`config.mk`:
```
export PLATFORM = sky130hd
export DESIGN_NAME = spi_master
export DESIGN_NICKNAME = d
export VERILOG_FILES = /design/src/rtl/spi_pkg.sv /design/src/rtl/spi_clk_div.sv /design/src/rtl/spi_master.sv
export SDC_FILE = /design/constraint.sdc
export NUM_CORES = 1
export LEC_CHECK = 0
export BUFFER_PORTS_ARGS = -buffer_cell sky130_fd_sc_hd__buf_2
export CORE_UTILIZATION = 40
export DETAILED_ROUTE_END_ITERATION = 6
export GPL_TIMING_DRIVEN = 0
export SLEW_MARGIN = 20
export SYNTH_ARGS = -nofsm -noshare
export SYNTH_HDL_FRONTEND = slang
export SYNTH_HIERARCHICAL = 1
export SYNTH_SLANG_ARGS = --single-unit
```
`constraint.sdc`:
```
create_clock -name clk -period 2.5 [get_ports clk]
set_clock_uncertainty 0.1 [all_clocks]
set_input_delay 0.125 -clock clk [delete_from_list [all_inputs] [get_ports clk]]
set_output_delay 0.125 -clock clk [all_outputs]
set_load 0.05 [all_outputs]
```
`src/rtl/spi_pkg.sv`:
```
// Shared constants for the SPI mode-0 master: state encoding, bus mode, defaults.
package spi_pkg;

   // Controller states, also exported on the debug state port.
   typedef logic [2:0] state_t;

   localparam state_t ST_IDLE     = 3'd0;
   localparam state_t ST_SETUP    = 3'd1;
   localparam state_t ST_TRANSFER = 3'd2;
   localparam state_t ST_HOLD     = 3'd3;
   localparam state_t ST_GAP      = 3'd4;

   // Bus mode: sclk idles low, data sampled on the rising edge, MSB first.
   localparam logic CPOL      = 1'b0;
   localparam logic CPHA      = 1'b0;
   localparam logic MSB_FIRST = 1'b1;

   localparam int DEF_DATA_WIDTH = 8;
   localparam int DEF_CLK_DIV    = 4;

endpackage

```
`src/rtl/spi_clk_div.sv`:
```
// Half-period timer: counts 0..CLK_DIV-1 while enabled and pulses tick on the last count.
module spi_clk_div #(
   parameter int CLK_DIV = 4
) (
   input  logic clk,
   input  logic rst,
   input  logic en_i,
   input  logic clr_i,
   output logic tick_o
);

   localparam int CW = (CLK_DIV > 1) ? $clog2(CLK_DIV) : 1;
   localparam logic [CW-1:0] LAST = CW'(CLK_DIV - 1);

   logic [CW-1:0] cnt_q, cnt_d;

   assign tick_o = en_i && (cnt_q == LAST);

   // Next count: hold at zero when disabled or cleared, wrap after the last count.
   always_comb begin
      cnt_d = cnt_q;
      if (clr_i || !en_i) begin
         cnt_d = '0;
      end else if (cnt_q == LAST) begin
         cnt_d = '0;
      end else begin
         cnt_d = cnt_q + 1'b1;
      end
   end

   // Counter register.
   always_ff @(posedge clk or posedge rst) begin
      if (rst) begin
         cnt_q <= '0;
      end else begin
         cnt_q <= cnt_d;
      end
   end

endmodule

```
`src/rtl/spi_master.sv`:
```
// SPI mode-0 master, MSB first, single slave select.
// Handshake: start is sampled only in IDLE (no ready; a request while busy is
// dropped). busy rises the cycle after acceptance; done pulses for one cycle
// with rx_data valid and busy already low. A start held high in the done
// cycle is accepted on the following edge.
module spi_master
   import spi_pkg::*;
#(
   parameter int DATA_WIDTH = DEF_DATA_WIDTH,
   parameter int CLK_DIV    = DEF_CLK_DIV
) (
   input  logic                  clk,
   input  logic                  rst,
   input  logic                  start,
   input  logic [DATA_WIDTH-1:0] tx_data,
   output logic [DATA_WIDTH-1:0] rx_data,
   output logic                  busy,
   output logic                  done,
   output logic                  sclk,
   output logic                  ss,
   output logic                  mosi,
   input  logic                  miso,
   output state_t                state_o
);

   localparam int DW = DATA_WIDTH;
   localparam int BW = $clog2(DW);
   localparam logic [BW-1:0] LAST_BIT = BW'(DW - 1);

   state_t          state_q, state_d;
   logic [DW-1:0]   tx_sh_q, tx_sh_d;
   logic [DW-1:0]   rx_sh_q, rx_sh_d;
   logic [DW-1:0]   rx_data_q, rx_data_d;
   logic [BW-1:0]   bit_cnt_q, bit_cnt_d;
   logic            sclk_q, sclk_d;
   logic            ss_q, ss_d;
   logic            mosi_q, mosi_d;
   logic            busy_q, busy_d;
   logic            done_q, done_d;
   logic            tick;

   // Timer runs in every active state and restarts on each state change.
   spi_clk_div #(
      .CLK_DIV (CLK_DIV)
   ) u_clk_div (
      .clk    (clk),
      .rst    (rst),
      .en_i   (state_q != ST_IDLE),
      .clr_i  (state_d != state_q),
      .tick_o (tick)
   );

   // State register.
   always_ff @(posedge clk or posedge rst) begin
      if (rst) begin
         state_q <= ST_IDLE;
      end else begin
         state_q <= state_d;
      end
   end

   // Next-state logic: every transition out of an active state waits for a tick.
   always_comb begin
      state_d = state_q;
      case (state_q)
         ST_IDLE:     if (start) state_d = ST_SETUP;
         ST_SETUP:    if (tick) state_d = ST_TRANSFER;
         ST_TRANSFER: if (tick && sclk_q && (bit_cnt_q == LAST_BIT)) state_d = ST_HOLD;
         ST_HOLD:     if (tick) state_d = ST_GAP;
         ST_GAP:      if (tick) state_d = ST_IDLE;
         default:     state_d = ST_IDLE;
      endcase
   end

   // Output and datapath next values; everything holds unless a state acts on it.
   always_comb begin
      sclk_d    = sclk_q;
      ss_d      = ss_q;
      mosi_d    = mosi_q;
      busy_d    = busy_q;
      done_d    = 1'b0;
      rx_data_d = rx_data_q;
      tx_sh_d   = tx_sh_q;
      rx_sh_d   = rx_sh_q;
      bit_cnt_d = bit_cnt_q;
      case (state_q)
         ST_IDLE: begin
            if (start) begin
               tx_sh_d   = tx_data;
               ss_d      = 1'b0;
               mosi_d    = tx_data[DW-1];
               busy_d    = 1'b1;
               bit_cnt_d = '0;
            end
         end
         ST_SETUP: begin
            if (tick) begin
               sclk_d  = ~CPOL;
               rx_sh_d = {rx_sh_q[DW-2:0], miso};
            end
         end
         ST_TRANSFER: begin
            if (tick) begin
               sclk_d = ~sclk_q;
               if (!sclk_q) begin
                  rx_sh_d = {rx_sh_q[DW-2:0], miso};
               end else if (bit_cnt_q != LAST_BIT) begin
                  tx_sh_d   = tx_sh_q << 1;
                  mosi_d    = tx_sh_q[DW-2];
                  bit_cnt_d = bit_cnt_q + 1'b1;
               end
            end
         end
         ST_HOLD: begin
            sclk_d = CPOL;
            if (tick) ss_d = 1'b1;
         end
         ST_GAP: begin
            if (tick) begin
               rx_data_d = rx_sh_q;
               done_d    = 1'b1;
               busy_d    = 1'b0;
               mosi_d    = 1'b0;
            end
         end
         default: ;
      endcase
   end

   // Datapath and output registers.
   always_ff @(posedge clk or posedge rst) begin
      if (rst) begin
         sclk_q    <= CPOL;
         ss_q      <= 1'b1;
         mosi_q    <= 1'b0;
         busy_q    <= 1'b0;
         done_q    <= 1'b0;
         rx_data_q <= '0;
         tx_sh_q   <= '0;
         rx_sh_q   <= '0;
         bit_cnt_q <= '0;
      end else begin
         sclk_q    <= sclk_d;
         ss_q      <= ss_d;
         mosi_q    <= mosi_d;
         busy_q    <= busy_d;
         done_q    <= done_d;
         rx_data_q <= rx_data_d;
         tx_sh_q   <= tx_sh_d;
         rx_sh_q   <= rx_sh_d;
         bit_cnt_q <= bit_cnt_d;
      end
   end

   assign sclk    = sclk_q;
   assign ss      = ss_q;
   assign mosi    = mosi_q;
   assign busy    = busy_q;
   assign done    = done_q;
   assign rx_data = rx_data_q;
   assign state_o = state_q;

endmodule

```
Word level (Yosys, flattened, before mapping)
Cells that the tools add are included.

Flip-flop bits (word level): 36. Logic and storage cells: 87. Output and inout port bits: 16.

Eq/ne operators: 16. Multiplexer cells: 37. Reduce and logical (&&, ||, !) cells: 20. Bitwise operators: 1. $add $sub $neg: 2.

Operator list (number): two-way mux 7 bit (4); two-way mux 3 bit (9); two-way mux 8 bit (3); != test 2 bit, second input constant (8); one-hot mux 8 bit (2 select lines) (1); one-hot mux 3 bit (5 select lines) (1); one-hot mux 7 bit (2 select lines) (1); two-way mux 1 bit (11); AND reduction 3 bit (3); nonzero test 3 bit (3); nonzero test 2 bit (4); equality test 3 x 2 -> 1 bit, second input constant (2); equality test 3 bit, second input constant (2); one-hot mux 1 bit (3 select lines) (2); one-hot mux 3 bit (2 select lines) (1); AND reduction 6 bit (1); AND reduction 5 bit (1); two-way mux 2 bit (2); one-hot mux 1 bit (2 select lines) (2); AND reduction 4 bit (1); adder 3 x 1 -> 3 bit, second input constant (1); equality test 3 x 1 -> 1 bit, second input constant (1); logical AND 1 bit (3); logical NOT 3 bit (1); 8 further kinds (8).

Depth between registers and ports, before layout
Depth in word-level cells: 9. Gate-level depth with buffers: 9. Mapped depth without buffers: 6.

By module
Netlist, hierarchy kept.

By module, submodules not included: spi_master (area an instance 1685.4 µm², cells an instance 130, sequential area each 852.1 µm², times used 1); spi_clk_div (area an instance 96.3 µm², cells an instance 7, sequential area each 50.0 µm², times used 1).

Worst setup path before layout
OpenSTA, ideal clock, no wires.

Path type: reg2reg. Start point: register state_q[1], in the netlist state_o[1]. End point: register tx_sh_q[1]. Setup slack: -132 ps. Required time: 2275 ps. Clock period less this slack: 2632 ps. Arrival: 2407 ps. Stages on the path, launching flop included: 8. Cell sequence: dfrtp_1 > buf_6 > clkbuf_1 > or3_1 > and2_1 > a21boi_4 > a211oi_4 > mux2_4.

Cells in the longest elaborated chain, start to end: 4. Elaborated cells on any way between the ends: 11.

Ends and longest elaborated chain: from (decl) (line spi_master.sv:30) `state_t state_q, state_d;`; from (signal assigned) (line spi_master.sv:58) `state_q <= state_d;`; nonzero test 3 bit (line spi_master.sv:48) `.en_i (state_q != ST_IDLE),`; logical AND 1 bit (line spi_clk_div.sv:17) `assign tick_o = en_i && (cnt_q == LAST);`; via tick (line spi_master.sv:40) `logic tick;`; != test 2 bit (no line); AND reduction 5 bit (no line); to (signal assigned) (line spi_master.sv:149) `tx_sh_q <= tx_sh_d;`; to (decl) (line spi_master.sv:31) `logic [DW-1:0] tx_sh_q, tx_sh_d;`.

The timed path passes the listed nets, and every way through them passes these cells. A chain may end at the register's enable or synchronous reset.

Worst setup path in the final report
Start point: register state_q[1], in the netlist state_o[1]. End point: register rx_sh_q[6].

Cells in the longest elaborated chain, start to end: 4. Elaborated cells on any way between the ends: 10.

Ends and longest elaborated chain: nonzero test 3 bit (*) (line spi_master.sv:48); logical AND 1 bit (*) (line spi_clk_div.sv:17); via tick (line spi_master.sv:40); != test 2 bit (no line); AND reduction 4 bit (no line) (*); to (signal assigned) (line spi_master.sv:150) `rx_sh_q <= rx_sh_d;`; to (decl) (line spi_master.sv:32) `logic [DW-1:0] rx_sh_q, rx_sh_d;`.

Mark *: on every way through the listed nets, which the timed path passes. The rest lies on a longest branch.

==> results by group <==
Floorplan
  • Die span in x: 68.7 um
  • Row count: 23
  • CORE AREA: 4140 sq um
  • Die height: 68.7 um
  • # IOs: 28
  • Starting Density: 0.430
  • Die footprint: 4730 sq um

Pwr
  • Maximum VDD drop: 378 uV
  • Net Sw Frac: 0.217
  • Leakage: 0.00103 uW
  • Pwr Density: 543 nW/um^2
  • Power consumption: 1150 uW
  • Logic pwr share: 0.030
  • Clock Power Share: 0.457
  • Switching power: 251 uW
  • Internal power: 903 uW
  • Share of power burned in registers: 0.514

Routing
  • Routed WL: 3.22 mm
  • DR iter-0 viols: 41
  • Routed Antenna Nets: 0
  • Via density: 5.14
  • Wire length per cell: 14.5 um
  • Routed vias: 1147
  • Residual DRC count: 0
  • Router iterations before antenna repair: 4

Clock network
  • # clock sinks: 36
  • Max Root-Sink Buffers: 2
  • Clk slew on worst S/H paths: 0.07 ns
  • CTS tree: built
  • CTS Buf Count: 5
  • CTS root buffer: clkbuf_8
  • Setup Buffers After CTS: 0
  • CTS H-tree lvls: 2
  • Worst-Skew Late Latency: 0.29 ns

Finish
  • Finished Cell Area: 2130 sq um
  • Antenna cell count: 0
  • # nets final: 187
  • Layout cells sized above 1: 0.480
  • Non-Filler Instances: 223
  • Synth-to-Final Area Change: 19.3%
  • Fillers: 375

Synthesis
  • Cell taking the most area after synthesis: dfrtp_1
  • Post-synth ARST share: 1.00
  • Syn Nets: 152
  • Number of flops mapped to enable cells by yosys: 0
  • Main area contributors after synthesis: dfrtp_1, mux2_2, mux2_4
  • Sequential area share after synthesis: 0.506
  • Ys Warns: 6
  • Post-synthesis cell area: 1780 sq um
  • Top-count cell post-synth: dfrtp_1
  • Synth Register Bits: 36
  • Syn Area/Cell: 13.0 sq um
  • Cells after Synth: 137
  • Most common flop cell mapped by yosys: dfrtp_1
  • Yosys cell types: 40
  • Area share of the largest cell type after synthesis: 0.492
  • Commonest cells post-synth: dfrtp_1, mux2_2, inv_1, mux2_4, o21ai_0

STA
  • Worst-Margin Slew: 0.697 ns
  • Period utilization: 0.944
  • F_max: 0.424 GHz
  • Minimum clock period: 2.36 ns
  • Hold WS: 0.0484 ns
  • Slack of the critical path: 0.140 ns
  • Final setup violation count: 0
  • Final hold vios: 0
  • Slew Viols, Final: 0
  • RSZ-0062 raised after global routing: false
  • Rel. slew slack: 0.535

Worst setup path
  • Setup CP Type: reg2reg
  • R2r worst-path depth: 8
  • FF-to-FF Start: state_o[1]
  • Critical Path AT: 2.44 ns
  • CP Max Fanout: 10
  • Crit path launch type: flop
  • Req. time, crit path: 2.58 ns
  • Worst reg2reg path endpoint: rx_sh_q[6]
  • Critical Path End Type: flop
  • R2r setup slk: 0.14 ns

Hold path
  • Min-delay src: tx_data[0]
  • Worst Hold Path EP: tx_sh_q[0]
  • Hold Path Cell Cnt: 3
  • Hold Crit Class: in2reg

Global routing
  • Vias in the first global route: 1193
  • Antenna violations before repair: 0
  • First-pass GRT wire length: 5.41 mm
  • Total gr overflow: 0
  • Largest net degree at the start of global routing: 35
  • Gr usage total: 0.162

Run status
  • Status: finished, final reports clean

Placement
  • Placed cell count: 214
  • Input/output buffers: 27
  • Pre-CTS setup slack: -0.0423 ns
  • DP HPWL: 2.28 mm
  • Routability cong.: 0.815
  • Placed inst area: 1980 sq um

Job
  • MaxCap Viol Count: 0
==> worst max-delay path, stage by stage (launching register included) <==
cell and delay (ns):
dfrtp_2 0.43, buf_6 0.14, clkbuf_2 0.18, or3_1 0.37, and2_4 0.21, nor2b_1 0.13
buf_2 0.17, o21ai_4 0.13, mux2_2 0.37
==> layer usage <==
metal,GRT usage,part of all wire,vias to the layer above
li1,-,-,561
met1,0.196,0.48,560
met2,0.270,0.47,18
met3,0.0345,0.033,8
met4,0.0842,0.020,0
met5,0,0,-
==> worst max path at each step <==
stage                    start  slack (ns)                  to  cells after the start
floorplan           state_o[0]       0.005          rx_sh_q[0]                      8
global placement    state_o[1]       -0.02          rx_sh_q[2]                      8
detailed placement  state_o[1]       -0.04          tx_sh_q[3]                      7
CTS                 state_o[0]        0.01  u_clk_div/cnt_q[0]                      9
global route        state_o[1]        0.02  u_clk_div/cnt_q[0]                      9
finish              state_o[1]        0.14          rx_sh_q[6]                      8
==> power groups by stage <==
stage	registers (uW)	logic, uW	clock network, uW
6_report	593	34.4	527
5_1_grt	594	39.9	562
4_1_cts	593	36.2	539
3_5_place_dp	604	33.8	0
3_3_place_gp	604	32.4	0
2_1_floorplan	606	15.7	0
==> logic make-up (layout without fill, tap and decap cells) <==
kind of cell,count (synthesis),after routing,share of synthesized area
xor+xnor,1,1,0.00492
buf+inv,12,48,0.0351
mux,31,31,0.207
compound gates,23,23,0.100
fa+ha+maj,3,3,0.0211
simple gates,31,31,0.125
flops,36,36,0.506
==> cell usage in the layout (no fill, tap or decap), types with 4 or more instances in the layout <==
master and n:
a21oi_1 4, buf_2 29, clkbuf_8 5, dfrtp_1 32
inv_1 5, mux2_2 23, mux2_4 6, nor2_1 4
nor2b_1 4, o21ai_0 6, o2bb2ai_1 4
==> state kept, by name, summed over array words and instances (netlist names) <==
signal and cells:
bit_cnt_q 3, rx_data 8, state_o 3, done 1
mosi 1, sclk 1, tx_sh_q 7, rx_sh_q 8
busy 1, u_clk_div/cnt_q 2, ss 1
==> per-stage QoR <==
stage | utilization | setup TNS [ns]
after global placement | 0.479 | -0.164
after CTS | 0.514 | 0
after detailed placement | 0.479 | -0.449
final | 0.513 | 0
after floorplan | - | 0
after global routing | 0.513 | 0
==> repair_timing <==
action,CTS,global route
endpoints found under the setup margin,14,17
pin swaps,1,1
hold endpoints to repair,36,0
hold buffers,2,0
gates resized for setup,2,1
==> layout make-up <==
cell class	instances	area (sq um)	area share
inverter	6	22.5	0.0106
timing repair buffer	29	155	0.0730
buffer	5	37.5	0.0177
clock inverter	3	46.3	0.0218
clock buffer	5	68.8	0.0324
multi-input combinational	89	827	0.389
sequential	36	906	0.426
tap	50	62.6	0.0294
(Power assumes the default switching activity.)
